`src/rtl/pwm_gen_pkg.sv`:
```
// rtl/pwm_gen_pkg.sv - shared types and constants for the pwm_gen block
//
// Purpose: duty width, dead-time limit and the dead-time FSM state type,
// shared by the interface, the top and the dead-time stage.
package pwm_pkg;

  localparam int DUTY_W       = 8;
  localparam int DEADTIME_MAX = 15;

  typedef enum logic [1:0] {
    S_LO      = 2'd0,
    S_DEAD_LH = 2'd1,
    S_HI      = 2'd2,
    S_DEAD_HL = 2'd3
  } dt_state_t;

endpackage

```
`src/rtl/pwm_gen_if.sv`:
```
// rtl/pwm_gen_if.sv - duty-cycle update handshake between a source and pwm_gen
//
// Purpose: carries one duty value per transfer plus the apply acknowledge.
// Signals:
//   duty_in    - requested duty (high counts per 256-count period)
//   duty_valid - duty_in is valid; held by the source until accepted
//   duty_ready - pending slot empty; a transfer happens when valid && ready
//   update_ack - one-cycle pulse when the pending value becomes active
// Modports: master = duty source, slave = pwm_gen.
interface pwm_gen_if;
  import pwm_pkg::*;

  logic [DUTY_W-1:0] duty_in;
  logic              duty_valid;
  logic              duty_ready;
  logic              update_ack;

  modport master (output duty_in, output duty_valid,
                  input  duty_ready, input update_ack);
  modport slave  (input  duty_in, input duty_valid,
                  output duty_ready, output update_ack);
endinterface

```
`src/rtl/pwm_deadtime.sv`:
```
// rtl/pwm_deadtime.sv - dead-time insertion for complementary PWM outputs
//
// Purpose: turns the raw compare into a high-side/low-side pair with DEADTIME
// both-low cycles at every transition. A raw reversal inside a dead window
// returns to the originating state so no runt pulse is emitted.
// Ports:
//   clk, rst  - clock, synchronous active-low reset
//   raw       - unregistered PWM compare result
//   pwm_out   - high-side output (registered)
//   pwm_out_n - low-side output (registered)
// Parameter: DEADTIME (1..15) dead window length in clk cycles.
module pwm_deadtime
  import pwm_pkg::*;
#(
  parameter int DEADTIME = 4
) (
  input  logic clk,
  input  logic rst,
  input  logic raw,
  output logic pwm_out,
  output logic pwm_out_n
);

  // Counter is loaded with DEADTIME-1 on entry; the exit happens on the edge
  // that sees zero, giving exactly DEADTIME both-low cycles.
  localparam logic [3:0] DEAD_LOAD = 4'(DEADTIME - 1);

  dt_state_t  state;
  logic [3:0] dead_cnt;

  always_ff @(posedge clk) begin
    if (!rst) begin
      state     <= S_LO;
      dead_cnt  <= '0;
      pwm_out   <= 1'b0;
      pwm_out_n <= 1'b0;
    end else begin
      case (state)
        S_LO: begin
          if (raw) begin
            state     <= S_DEAD_LH;
            dead_cnt  <= DEAD_LOAD;
            pwm_out_n <= 1'b0;
          end
        end
        S_DEAD_LH: begin
          if (!raw) begin
            state     <= S_LO;
            pwm_out_n <= 1'b1;
          end else if (dead_cnt == 4'd0) begin
            state   <= S_HI;
            pwm_out <= 1'b1;
          end else begin
            dead_cnt <= dead_cnt - 4'd1;
          end
        end
        S_HI: begin
          if (!raw) begin
            state    <= S_DEAD_HL;
            dead_cnt <= DEAD_LOAD;
            pwm_out  <= 1'b0;
          end
        end
        S_DEAD_HL: begin
          if (raw) begin
            state   <= S_HI;
            pwm_out <= 1'b1;
          end else if (dead_cnt == 4'd0) begin
            state     <= S_LO;
            pwm_out_n <= 1'b1;
          end else begin
            dead_cnt <= dead_cnt - 4'd1;
          end
        end
        default: state <= S_LO;
      endcase
    end
  end

endmodule

```
`src/rtl/pwm_gen.sv`:
```
// rtl/pwm_gen.sv - double-buffered PWM generator driven by an external count
//
// Purpose: compares the upstream 8-bit count against the active duty. New
// duty values land in a one-deep pending slot and are promoted only at a
// period boundary (count_in entering 0), so the waveform never glitches.
// Ports:
//   clk, rst    - clock, synchronous active-low reset
//   count_in    - free-running count from the upstream counter
//   duty        - pwm_gen_if.slave: duty_in/duty_valid/duty_ready/update_ack
//   period_tick - one-cycle pulse per detected period boundary
//   pwm_out     - PWM output (high side), one cycle after the sampled count
//   pwm_out_n   - low-side output, only with PWM_DEADTIME_EN
// Build option: PWM_DEADTIME_EN adds dead-time insertion via pwm_deadtime.
module pwm_gen
  import pwm_pkg::*;
#(
  parameter int DEADTIME = 4
) (
  input  logic              clk,
  input  logic              rst,
  input  logic [DUTY_W-1:0] count_in,
  pwm_gen_if.slave          duty,
  output logic              period_tick,
`ifdef PWM_DEADTIME_EN
  output logic              pwm_out_n,
`endif
  output logic              pwm_out
);

  if ((DEADTIME < 1) || (DEADTIME > DEADTIME_MAX)) begin : g_bad_deadtime
    $error("pwm_gen: DEADTIME out of range");
  end

  logic [DUTY_W-1:0] count_q;
  logic [DUTY_W-1:0] active_duty;
  logic [DUTY_W-1:0] pending_duty;
  logic [DUTY_W-1:0] eff_duty;
  logic              pending_full;
  logic              boundary;
  logic              load;
  logic              raw;

  // Only a transition into 0 counts, so a count held at 0 yields one boundary.
  assign boundary = (count_in == '0) && (count_q != '0);
  assign load     = boundary && pending_full;

  // The boundary sample itself already uses the newly promoted duty.
  assign eff_duty = load ? pending_duty : active_duty;
  assign raw      = count_in < eff_duty;

  assign duty.duty_ready = ~pending_full;

  always_ff @(posedge clk) begin
    if (!rst) begin
      count_q         <= '0;
      active_duty     <= '0;
      pending_duty    <= '0;
      pending_full    <= 1'b0;
      period_tick     <= 1'b0;
      duty.update_ack <= 1'b0;
    end else begin
      count_q         <= count_in;
      period_tick     <= boundary;
      duty.update_ack <= load;
      if (load) begin
        active_duty  <= pending_duty;
        pending_full <= 1'b0;
      end
      // A transfer needs an empty slot, so it never coincides with a load;
      // one arriving on a boundary waits for the next boundary.
      if (duty.duty_valid && !pending_full) begin
        pending_duty <= duty.duty_in;
        pending_full <= 1'b1;
      end
    end
  end

`ifdef PWM_DEADTIME_EN
  pwm_deadtime #(.DEADTIME(DEADTIME)) u_deadtime (
    .clk       (clk),
    .rst       (rst),
    .raw       (raw),
    .pwm_out   (pwm_out),
    .pwm_out_n (pwm_out_n)
  );
`else
  always_ff @(posedge clk) begin
    if (!rst) pwm_out <= 1'b0;
    else      pwm_out <= raw;
  end
`endif

endmodule

```
`src/flat_wrapper.sv`:
```
// flat-port wrapper written by rule: the top's interface ports become plain ports
module pwm_gen_flat import pwm_pkg::*;
#(
  parameter int DEADTIME = 4
)
  (clk, rst, count_in, period_tick, pwm_out, duty_duty_in, duty_duty_valid, duty_duty_ready, duty_update_ack);
  pwm_gen_if duty_i ();
  input  logic clk;
  input  logic rst;
  input  logic [DUTY_W-1:0] count_in;
  output logic period_tick;
  output logic pwm_out;
  input wire logic [$bits(duty_i.duty_in)-1:0] duty_duty_in;
  input wire logic [$bits(duty_i.duty_valid)-1:0] duty_duty_valid;
  output wire logic [$bits(duty_i.duty_ready)-1:0] duty_duty_ready;
  output wire logic [$bits(duty_i.update_ack)-1:0] duty_update_ack;
  assign duty_i.duty_in = duty_duty_in;
  assign duty_i.duty_valid = duty_duty_valid;
  assign duty_duty_ready = duty_i.duty_ready;
  assign duty_update_ack = duty_i.update_ack;
  pwm_gen #(.DEADTIME(DEADTIME)) u_core (.clk(clk), .rst(rst), .count_in(count_in), .duty(duty_i), .period_tick(period_tick), .pwm_out(pwm_out));
endmodule
```
`config.mk`:
```
export PLATFORM = sky130hd
export DESIGN_NAME = pwm_gen_flat
export DESIGN_NICKNAME = d
export VERILOG_FILES = /design/src/rtl/pwm_gen_pkg.sv /design/src/rtl/pwm_gen_if.sv /design/src/rtl/pwm_deadtime.sv /design/src/rtl/pwm_gen.sv /design/src/flat_wrapper.sv
export SDC_FILE = /design/constraint.sdc
export NUM_CORES = 1
export LEC_CHECK = 0
export CAP_MARGIN = 20
export CORE_MARGIN = 2
export CORE_UTILIZATION = 50
export DETAILED_ROUTE_END_ITERATION = 10
export GPL_TIMING_DRIVEN = 0
export PLACE_DENSITY = 0.77
export SETUP_SLACK_MARGIN = 0.15
export SLEW_MARGIN = 0
export SYNTH_ARGS = -nofsm -noshare
export SYNTH_HDL_FRONTEND = slang
export SYNTH_SLANG_ARGS = --single-unit
```
`constraint.sdc`:
```
create_clock -name clk -period 4.4 [get_ports clk]
set_input_delay 1.32 -clock clk [delete_from_list [all_inputs] [get_ports clk]]
set_output_delay 1.32 -clock clk [all_outputs]
set_load 0.02 [all_outputs]
```
==> impl_metrics.json, run 1 <==
{
  "clk_latency_ps": 320,
  "cts_setup_buffers": 0,
  "rsz0062_at_grt": "false",
  "hold_end": "u_core.active_duty[0]",
  "ys_warn_count": 0,
  "hp-class": "reg -> reg",
  "dieArea_um2": 2810,
  "drtAntennaViolNets": 0,
  "synth_top_cell_area_share_pct": 46.6,
  "cts_inserted_buffers": 3,
  "relSlewSlack_pct": 62.3,
  "place_area_um2": 1450,
  "synth_seq_cells": 28,
  "finalSetupViolCount": 0,
  "first_iter_violations": 8,
  "layout-drive-gt1-share_pct": 12.1,
  "period_needed_ps": 3760,
  "gp_congestion": 0.801,
  "cts_tree": "done",
  "h-tree-depth": 1,
  "synth_edf_count": 0,
  "final_util_pct": 65.8,
  "wl_per_cell_um": 13.3,
  "cts_resized": 0,
  "cts_hold_buf": 0,
  "crit_type": "in -> reg",
  "die_x_um": 53.0,
  "grt.overflow.total": 0,
  "hpwl_mm": 1.67,
  "clockBufferDepth": 2,
  "post-synth-top-count-cell": "dfxtp_1",
  "viasPerCell": 5.16,
  "tns_ps": 0,
  "power-per-cell-area_nw_per_um2": 287,
  "drt_pass1_iterations": 4,
  "port_buffers": 21,
  "fmax_mhz": 266,
  "min_delay_path_depth": 2,
  "cp-start-kind": "input port",
  "worstRegToRegCells": 8,
  "first_global_vias": 875,
  "synth_common_cells": "dfxtp_1 (28), nor2b_1 (16), and2_1 (8), mux2i_1 (8)",
  "drc": 0,
  "cp-end-kind": "register",
  "cts.sink_count": 28,
  "drv_cap": 0,
  "worstPathArrival_ps": 4010,
  "synth_cell_types": 30,
  "hold_viol_final": 0,
  "wl_mm": 2.12,
  "syn_avg_cell_area_um2": 11.1,
  "start_util_pct": 53.8,
  "fin_crit_sh_pct": 85.5,
  "p_leak_nw": 0.543,
  "ios": 23,
  "fin_cells": 160,
  "gr-usage-all-layers_pct": 18.8,
  "rows": 17,
  "ir_drop_v": 0.000178,
  "dpl.cell_count": 157,
  "r2r_setup_slack_ps": 1890,
  "r2r-start": "u_core.count_q[1]",
  "syn_area_um2": 1200,
  "synth_nets": 134,
  "layout_setup_ws_ps": 636,
  "die_y_um": 53.0,
  "areaGrowthSynthToFinish_pct": 22.3,
  "cp.required_ps": 4650,
  "synth_seq_area_share_pct": 46.6,
  "path_clk_slew_ps": 130,
  "grt_pass1_wl_mm": 3.77,
  "clockRootBuffer": "clkbuf_4",
  "fin_area_um2": 1470,
  "routed-via-count": 826,
  "fin_skew_ps": 1.40,
  "r2r-end": "u_core.pwm_out",
  "preCtsSetupSlack_ps": 243,
  "final_nets": 160,
  "hold_start": "u_core.active_duty[0]",
  "antennaDiodeCount": 0,
  "synthTopCellsByArea": "dfxtp_1 (47%), nor2b_1 (8.3%), mux2i_2 (8.0%)",
  "slew_viol_final": 0,
  "synthArstFlopShare_pct": 0,
  "status": "finished clean",
  "coreArea_um2": 2230,
  "critPathMaxFanout": 8,
  "tightest_slew_ps": 566,
  "synthCells": 108,
  "antenna_found_initial": 0,
  "synth_ff_type": "dfxtp_1",
  "grt_max_degree": 15,
  "synth_top_area_cell": "dfxtp_1"
}
power by group:
part | switching (W) | internal (W) | total, W
registers | 0.00000534 | 0.000263 | 0.000268
clock network | 0.0000683 | 0.0000322 | 0.000100
logic | 0.0000215 | 0.0000317 | 0.0000532
total | 0.0000952 | 0.000327 | 0.000422
layout make-up:
class                   count  area, um^2
inverters                   2        7.51
fillers                   185         763
flip-flops and latches     28         561
clock buffers               3        22.5
repair buffers             21         210
multi-input cells          73         604
well taps                  28        35.0
plain buffers               5        30.0
registers in the layout, summed over array words and instances, names as in the netlist:
register                cells
u_core.active_duty          8
u_core.count_q              8
u_core.duty.update_ack      1
u_core.pending_duty         8
u_core.pending_full         1
u_core.period_tick          1
u_core.pwm_out              1
critical path, stage by stage:
cell and delay, ps:
clkdlybuf4s50_1 460, or4_4 560, a2111o_1 370, buf_6 160, mux2i_2 210, ha_1 270
a2111oi_0 400, a211oi_1 80, a211oi_1 180
worst max-delay path by stage:
stage	slack, ps	from	end	depth (start not counted)
after global placement	280	count_in[1]	u_core.pwm_out	9
after CTS	600	count_in[1]	u_core.pwm_out	9
after floorplan	920	count_in[1]	u_core.pwm_out	8
after global routing	420	count_in[1]	u_core.pwm_out	9
final	640	count_in[1]	u_core.pwm_out	9
after detailed placement	240	count_in[1]	u_core.pwm_out	9
kinds of logic after synthesis:
family / synth area share (%)
compound gates: 7.49
fa+ha+maj: 7.28
buf+inv: 3.12
flops: 46.6
mux: 15.6
simple gates: 19.9
per-layer routing:
metal,global-route usage [%],wire (um),vias up
met4,11.1,45,0
li1,-,-,425
met5,0,0,-
met1,21.4,980,375
met2,33.1,1010,21
met3,2.54,85,5
metrics by stage:
step	power, W	hold WS, ps
3_5_place_dp	0.000328	470
5_1_grt	0.000446	531
3_3_place_gp	0.000326	454
4_1_cts	0.000430	490
2_1_floorplan	0.000301	444
6_report	0.000422	488
cell usage in the layout, fill, tap and decap left out:
cell and count:
and3_1 1, nor4_1 2, a211oi_1 2, a21o_1 1, o21a_1 1, nand2_1 2
a2111o_1 1, a21oi_1 1, clkbuf_1 3, nor3_1 1, or4_4 1, buf_4 1
nand3_1 2, nor2b_1 16, and2_1 8, mux2i_2 7, a21boi_0 1, clkbuf_4 3
ha_1 7, a2111oi_0 1, dfxtp_1 28, clkdlybuf4s50_1 21, nand2b_1 1, a211oi_2 1
o21ai_0 3, or4_1 1, mux2i_1 8, mux2_2 1, buf_6 1, and2_2 1
inv_1 2, nand3b_1 2
Power figures use the tool's default switching activity.
==> run 2, diff against run 1 <==
--- a/config.mk
+++ b/config.mk
@@ -9,9 +9,11 @@
 export CORE_MARGIN = 2
 export CORE_UTILIZATION = 50
 export DETAILED_ROUTE_END_ITERATION = 10
+export GPL_ROUTABILITY_DRIVEN = 0
 export GPL_TIMING_DRIVEN = 0
 export PLACE_DENSITY = 0.77
 export SETUP_SLACK_MARGIN = 0.15
+export SKIP_CTS_REPAIR_TIMING = 1
 export SLEW_MARGIN = 0
 export SYNTH_ARGS = -nofsm -noshare
 export SYNTH_HDL_FRONTEND = slang
==> results of run 2 <==
The final DEF is identical to that of run 1; final timing and power are the same.
==> run 3, diff against run 2 <==
--- a/config.mk
+++ b/config.mk
@@ -6,7 +6,7 @@
 export NUM_CORES = 1
 export LEC_CHECK = 0
 export CAP_MARGIN = 20
-export CORE_MARGIN = 2
+export CORE_MARGIN = 3
 export CORE_UTILIZATION = 50
 export DETAILED_ROUTE_END_ITERATION = 10
 export GPL_ROUTABILITY_DRIVEN = 0
==> constraint.sdc (replaced) <==
create_clock -name clk -period 4.4 [get_ports clk]
set_input_delay 1.32 -clock clk [delete_from_list [all_inputs] [get_ports clk]]
set_output_delay 1.32 -clock clk [all_outputs]
set_load 0.005 [all_outputs]
==> run 3 against run 2 <==
Count of clock-buffer cells in the layout did not move. Wire length fell by 2.8%. Critical path depth did not move. First-iteration DRC count fell by 75%.
==> impl_metrics.json, run 3 (synthesis gave the netlist of run 1 again) <==
{
  "status": "finished clean",
  "first_iter_violations": 2,
  "tightest_slew_ps": 590,
  "layout_setup_ws_ps": 622,
  "rsz0062_at_grt": "false",
  "cp.required_ps": 4640,
  "port_buffers": 21,
  "slew_viol_final": 0,
  "critPathMaxFanout": 8,
  "antennaDiodeCount": 0,
  "grt_max_degree": 15,
  "worstPathArrival_ps": 4020,
  "seqPwrFrac_pct": 64.1,
  "grt.overflow.total": 0,
  "hp-class": "reg -> reg",
  "antenna_found_initial": 0,
  "h-tree-depth": 1,
  "start_util_pct": 53.3,
  "crit_start": "count_in[1]",
  "timing.hold.ws_ps": 477,
  "clockRootBuffer": "clkbuf_4",
  "wl_per_cell_um": 12.9,
  "coreArea_um2": 2250,
  "fin_cells": 160,
  "ir_drop_v": 0.000232,
  "hpwl_mm": 1.64,
  "cts_inserted_buffers": 3,
  "mostFrequentLayoutCells": "dfxtp_1 (28), clkdlybuf4s50_1 (21), nor2b_1 (16)",
  "tns_ps": 0,
  "gr-usage-all-layers_pct": 15.2,
  "routed-via-count": 814,
  "dieArea_um2": 3030,
  "fin_skew_ps": 9.07,
  "ios": 23,
  "clk_latency_ps": 310,
  "drv_cap": 0,
  "fin_crit_sh_pct": 85.9,
  "drt_pass1_iterations": 3,
  "cts.sink_count": 28,
  "crit_type": "in -> reg",
  "cts_tree": "done",
  "first_global_vias": 762,
  "p_sw_w": 0.0000922,
  "final_nets": 160,
  "rows": 17,
  "hold_start": "u_core.active_duty[0]",
  "die_y_um": 55.0,
  "layout-drive-gt1-share_pct": 12.1,
  "die_x_um": 55.0,
  "areaGrowthSynthToFinish_pct": 22.3,
  "layout_commonest_cell": "dfxtp_1",
  "p_leak_nw": 0.543,
  "drtAntennaViolNets": 0,
  "wl_mm": 2.06,
  "preCtsSetupSlack_ps": 263,
  "switching_share_pct": 22.0,
  "finalSetupViolCount": 0,
  "power-per-cell-area_nw_per_um2": 285,
  "clockBufferDepth": 2,
  "cp-end-kind": "register",
  "dpl.cell_count": 157,
  "worstRegToRegCells": 8,
  "fmax_mhz": 265,
  "drc": 0,
  "clockPowerShare_pct": 23.5,
  "power_frac_comb_pct": 12.3,
  "viasPerCell": 5.09,
  "path_clk_slew_ps": 140,
  "grt_pass1_wl_mm": 3.25,
  "p_int_w": 0.000327,
  "cp-start-kind": "input port",
  "r2r-start": "u_core.count_q[1]",
  "min_delay_path_depth": 2,
  "relSlewSlack_pct": 60.6,
  "top_regs": "u_core.active_duty: 8 flops, u_core.count_q: 8 flops, u_core.pending_duty: 8 flops",
  "period_needed_ps": 3780,
  "hold_viol_final": 0
}
[run 3: critical path: stages]
cell	delay, ps
clkdlybuf4s50_1	460
or4_4	560
a2111o_1	370
buf_6	170
mux2i_2	200
ha_1	270
a2111oi_0	410
a211oi_1	80
a211oi_1	180
[run 3: routing by layer]
layer,GRT usage [%],part of all wire (%),vias to the layer above
met3,2.68,5.6,2
met4,7.69,0.82,0
met1,19.1,49,368
met5,0,0,-
li1,-,-,427
met2,24.8,45,17
[run 3: metrics by stage]
step / util, % / power, W / instance area, um^2
after CTS: 65.2 / 0.000423 / 1470
after detailed placement: 64.2 / 0.000327 / 1450
after floorplan: - / 0.000300 / 1200
after global routing: 65.2 / 0.000439 / 1470
after global placement: 64.2 / 0.000325 / 1450
final: 65.2 / 0.000419 / 1470
[run 3: path summary, 6_finish.rpt]
path | endpoint | slack [ps]
min | u_core.active_duty[0] | 480
min reg2reg | u_core.active_duty[0] | 480
max | u_core.pwm_out | 620
max reg2reg | u_core.pwm_out | 1960
[run 3: area by class of cell]
class,instances,area (um^2)
well taps,28,35.0
flip-flops and latches,28,561
multi-input cells,73,604
repair buffers,21,210
clock buffers,3,22.5
inverters,2,7.51
plain buffers,5,30.0
fillers,185,785
[run 3: power groups by stage]
stage / sequential (W) / combinational [W] / clock (W)
floorplan: 0.000273 / 0.0000270 / 0
CTS: 0.000269 / 0.0000527 / 0.000102
finish: 0.000269 / 0.0000517 / 0.0000986
global placement: 0.000274 / 0.0000509 / 0
global route: 0.000270 / 0.0000572 / 0.000112
detailed placement: 0.000274 / 0.0000525 / 0
